**config.mk**
```make
export PLATFORM = sky130hd
export DESIGN_NAME = seq_alu
export DESIGN_NICKNAME = d
export VERILOG_FILES = /design/src/rtl/seq_alu.sv
export SDC_FILE = /design/constraint.sdc
export NUM_CORES = 1
export LEC_CHECK = 0
export ABC_AREA = 1
export BUFFER_PORTS_ARGS = -buffer_cell sky130_fd_sc_hd__buf_2
export CAP_MARGIN = 20
export CORE_MARGIN = 3
export CORE_UTILIZATION = 53
export CTS_CLUSTER_DIAMETER = 40
export DETAILED_ROUTE_END_ITERATION = 12
export HOLD_SLACK_MARGIN = 0.05
export PLACE_DENSITY = 0.76
export SLEW_MARGIN = 20
export SYNTH_ARGS = -nofsm -noshare
export SYNTH_HDL_FRONTEND = slang
export SYNTH_SLANG_ARGS = --single-unit
```
**constraint.sdc**
```tcl
create_clock -name clk -period 6.4 [get_ports clk]
set_input_delay 0.96 -clock clk [delete_from_list [all_inputs] [get_ports clk]]
set_output_delay 0.96 -clock clk [all_outputs]
set_load 0.005 [all_outputs]
```
**src/rtl/seq_alu.sv**
```systemverilog
// Sequential ALU with one-operation-at-a-time handshake.
// Logic ops and add/sub finish in one cycle; shifts move one bit per cycle.
module seq_alu #(
    parameter int WIDTH = 32
) (
    input  logic             clk,
    input  logic             rst,
    input  logic             start,
    input  logic [3:0]       ALUsel,
    input  logic [WIDTH-1:0] a,
    input  logic [WIDTH-1:0] b,
    output logic [WIDTH-1:0] result,
    output logic             zero,
    output logic             illegal,
    output logic             busy,
    output logic             done
);

    localparam logic [3:0] OP_AND = 4'b0000;
    localparam logic [3:0] OP_OR  = 4'b0001;
    localparam logic [3:0] OP_ADD = 4'b0010;
    localparam logic [3:0] OP_XOR = 4'b0011;
    localparam logic [3:0] OP_SUB = 4'b0110;
    localparam logic [3:0] OP_SLL = 4'b1000;
    localparam logic [3:0] OP_SRL = 4'b1001;
    localparam logic [3:0] OP_SRA = 4'b1010;

    typedef enum logic [1:0] {
        IDLE  = 2'd0,
        SHIFT = 2'd1,
        DONE  = 2'd2
    } state_t;

    state_t           state;
    state_t           next_state;

    logic [3:0]       op;
    logic [3:0]       next_op;
    logic [WIDTH-1:0] work;
    logic [WIDTH-1:0] next_work;
    logic [4:0]       cnt;
    logic [4:0]       next_cnt;
    logic [WIDTH-1:0] next_result;
    logic             next_zero;
    logic             next_illegal;

    logic [WIDTH-1:0] alu_out;
    logic             legal;
    logic             is_shift;
    logic [WIDTH-1:0] step;
    logic [4:0]       shamt;

    assign shamt = b[4:0];

    // Single-cycle datapath; shift codes pass a through for the shamt == 0 case.
    always_comb begin
        alu_out  = '0;
        legal    = 1'b1;
        is_shift = 1'b0;
        unique case (ALUsel)
            OP_AND: alu_out = a & b;
            OP_OR:  alu_out = a | b;
            OP_ADD: alu_out = a + b;
            OP_XOR: alu_out = a ^ b;
            OP_SUB: alu_out = a - b;
            OP_SLL, OP_SRL, OP_SRA: begin
                alu_out  = a;
                is_shift = 1'b1;
            end
            default: legal = 1'b0;
        endcase
    end

    always_comb begin
        step = work;
        unique case (op)
            OP_SLL:  step = {work[WIDTH-2:0], 1'b0};
            OP_SRL:  step = {1'b0, work[WIDTH-1:1]};
            OP_SRA:  step = {work[WIDTH-1], work[WIDTH-1:1]};
            default: step = work;
        endcase
    end

    always_comb begin
        next_state   = state;
        next_op      = op;
        next_work    = work;
        next_cnt     = cnt;
        next_result  = result;
        next_zero    = zero;
        next_illegal = illegal;
        unique case (state)
            IDLE: begin
                if (start) begin
                    next_op   = ALUsel;
                    next_work = a;
                    next_cnt  = shamt;
                    if (is_shift && shamt != 5'd0) begin
                        next_state = SHIFT;
                    end else begin
                        next_state   = DONE;
                        next_result  = alu_out;
                        next_zero    = (alu_out == '0);
                        next_illegal = ~legal;
                    end
                end
            end
            SHIFT: begin
                next_work = step;
                next_cnt  = cnt - 5'd1;
                if (cnt == 5'd1) begin
                    next_state   = DONE;
                    next_result  = step;
                    next_zero    = (step == '0);
                    next_illegal = 1'b0;
                end
            end
            DONE: next_state = IDLE;
            default: next_state = IDLE;
        endcase
    end

    always_ff @(posedge clk) begin
        if (rst) begin
            state   <= IDLE;
            op      <= '0;
            work    <= '0;
            cnt     <= '0;
            result  <= '0;
            zero    <= 1'b1;
            illegal <= 1'b0;
        end else begin
            state   <= next_state;
            op      <= next_op;
            work    <= next_work;
            cnt     <= next_cnt;
            result  <= next_result;
            zero    <= next_zero;
            illegal <= next_illegal;
        end
    end

    assign busy = (state != IDLE);
    assign done = (state == DONE);

endmodule

```
==> results.yml <==
global_route:
  grt_overflow: 0
  antenna_found_initial: 0
  grt_use_total_pct: 34.1
  grt_pass1_wl_microns: 49700
  grt_start_max_net_pins: 51
  grt_pass1_vias: 9289
pwr:
  irDropWorstVdd_v: 0.000178
  power_density_mw_per_mm2: 179
  leakagePower_uw: 0.00504
routing:
  via_per_inst: 5.82
  wl_per_cell_microns: 17.9
  drcViolationCount: 0
  dr.first_iter.drc_count: 1038
  wl_microns: 31900
  first_pass_iters: 10
  vias: 10300
  ant_nets: 0
yosys:
  syn_area_sq_mm: 0.00886
  ys_ff_latch: 77
  synth_top_area_cell: "nand2_1"
  synth_top_area_share_pct: 18.6
  synth_common_cells: "nand2_1, inv_1, nor2_1"
  yosysUniqueCellTypes: 42
  ys_warn_count: 0
  ys_dominant_reg_cell: "dfxtp_1"
  synthArstFlopShare_pct: 0
  synth_area_per_cell_sq_um: 5.96
  synth_edf_count: 0
  ys_seq_area_share_pct: 17.4
  synth_area_leaders: "nand2_1, dfxtp_1, ha_1, inv_1, nand3_1"
  yosysMostFrequentCell: "nand2_1"
  postSynthCellCount: 1487
  synth_nets: 1658
setup_path:
  cp-end-kind: "register"
  crit_start: "b[1]"
  r2r-start: "state[1]"
  cp.required_ns: 6.67
  cp-start-kind: "input port"
  crit_path_max_fanout: 4
  crit_arrival_ns: 5.15
  critPathMaxStageDelay_ns: 0.37
  crit_type: "in2reg"
  cpMaxStageDelayCell: "ha_1"
  worst_path_most_repeated_cell: "nand2_1"
sta:
  grt_setup_unrepaired: "false"
  worst_pin_slew_ns: 0.909
  setup_viol: 0
  period_needed_ns: 4.87
  clock.fmax_mhz: 205
  max-slew-margin-rel_pct: 39.3
  setup_slack_ns: 1.53
  fin_tns_setup_ns: 0
  hold_viol: 0
  drv_slew: 0
  fin_skew_ns: 0.00750
  fin_crit_sh_pct: 76.2
place:
  place.gp.congestion: 1.06
  post-place-ws_ns: 1.25
  dp_hpwl_microns: 25300
  io_buffer_count: 106
clock_network:
  cts_sinks: 77
  clockRootBuffer: "clkbuf_16"
  path_clk_slew_ns: 0.05
  insertion_delay_ns: 0.34
  clockBufferDepth: 2
  cts-buffers-inserted: 9
  cts_tree: "built"
  cts_resized: 0
  cts_setup_buffers: 0
  htreeDepth: 3
  postCtsHoldBufs: 0
die:
  rows: 46
  initial_utilization_pct: 55.0
  coreArea_sq_mm: 0.0161
  die_y_microns: 135
  dieArea_sq_mm: 0.0183
  die_w_microns: 135
  io_pins: 107
job:
  maxCapViolations: 0
hold_path:
  hp-start: "result[2]"
  hp-class: "reg2reg"
finish:
  nNetsFinal: 1731
  fill_cells: 1644
  antenna_cells: 0
  multi_input_area_sq_mm: 0.00627
  area_growth_pct: 10.5
  regArea_sq_mm: 0.00154
  layout-drive-gt1-share_pct: 10.4
run_status:
  status: "completed"
-- state kept, by name, indices dropped and copies added (netlist names) --
| name | cells |
|---|---|
| op | 4 |
| illegal | 1 |
| cnt | 5 |
| state | 2 |
| result | 32 |
| zero | 1 |
| work | 32 |
-- layer usage --
layer	global-route usage [%]	part of all wire, %	up-vias
li1	-	-	5041
met5	0	0	-
met1	49.0	44	4721
met2	52.7	44	529
met3	5.94	10	57
met4	8.96	2.0	0
-- area by class of cell --
| class | count | area share, % |
|---|---|---|
| clock buffer | 13 | 2.86 |
| clock inverter | 1 | 0.0511 |
| inverter | 224 | 8.59 |
| multi-input combinational | 1136 | 64.1 |
| sequential | 77 | 15.7 |
| tap | 216 | 2.76 |
| timing repair buffer | 112 | 5.88 |
-- placed cells by master, fill, tap and decap left out, types with 63 or more instances in the layout --
cell type / netlist / final
dfxtp_1: 77 / 77
nand3_1: 92 / 92
nor2_1: 119 / 115
a21oi_1: 66 / 66
inv_1: 217 / 217
o21ai_0: 65 / 65
ha_1: 99 / 99
nand2_1: 440 / 440
a31oi_1: 63 / 63
buf_2: 15 / 106
-- cells by family after synthesis --
family	count (synthesis)	share of synthesized area [%]
simple gates	729	34.7
compound gates	277	18.8
buf+inv	274	11.9
fa+ha+maj	100	14.2
flops	77	17.4
xor+xnor	30	2.97
-- stage by stage --
step	utilization, %	instances	area [sq um]	hold WS (ns)	total power [uW]
final	60.7	1779	9790	0.464	1760
after global routing	60.7	1779	9790	0.482	1870
after CTS	60.7	1779	9790	0.463	1740
after detailed placement	59.0	1765	9500	0.455	1260
after global placement	59.0	1765	9500	0.452	1250
after floorplan	-	1487	8860	0.455	1030
-- final timing paths --
check,slack (ns),cells past startpoint,endpoint
max reg2reg,3.16,11,zero
min reg2reg,0.46,2,result[2]
min,0.46,2,result[2]
max,1.53,29,zero
-- power breakdown --
part / internal, uW / leakage [uW] / switching [uW]
Sequential: 527 / 0.000634 / 30.9
Combinational: 235 / 0.00426 / 479
Clock: 300 / 0.000144 / 185
Total: 1060 / 0.00504 / 694
-- critical path, delay by kind of cell --
kind	cells	cell delay, ns
xor+xnor	1	0.19
fa+ha+maj	2	0.56
buf+inv	3	0.34
compound gates	2	0.39
simple gates	21	2.71
No activity file was read; power rests on OpenSTA's default activity.
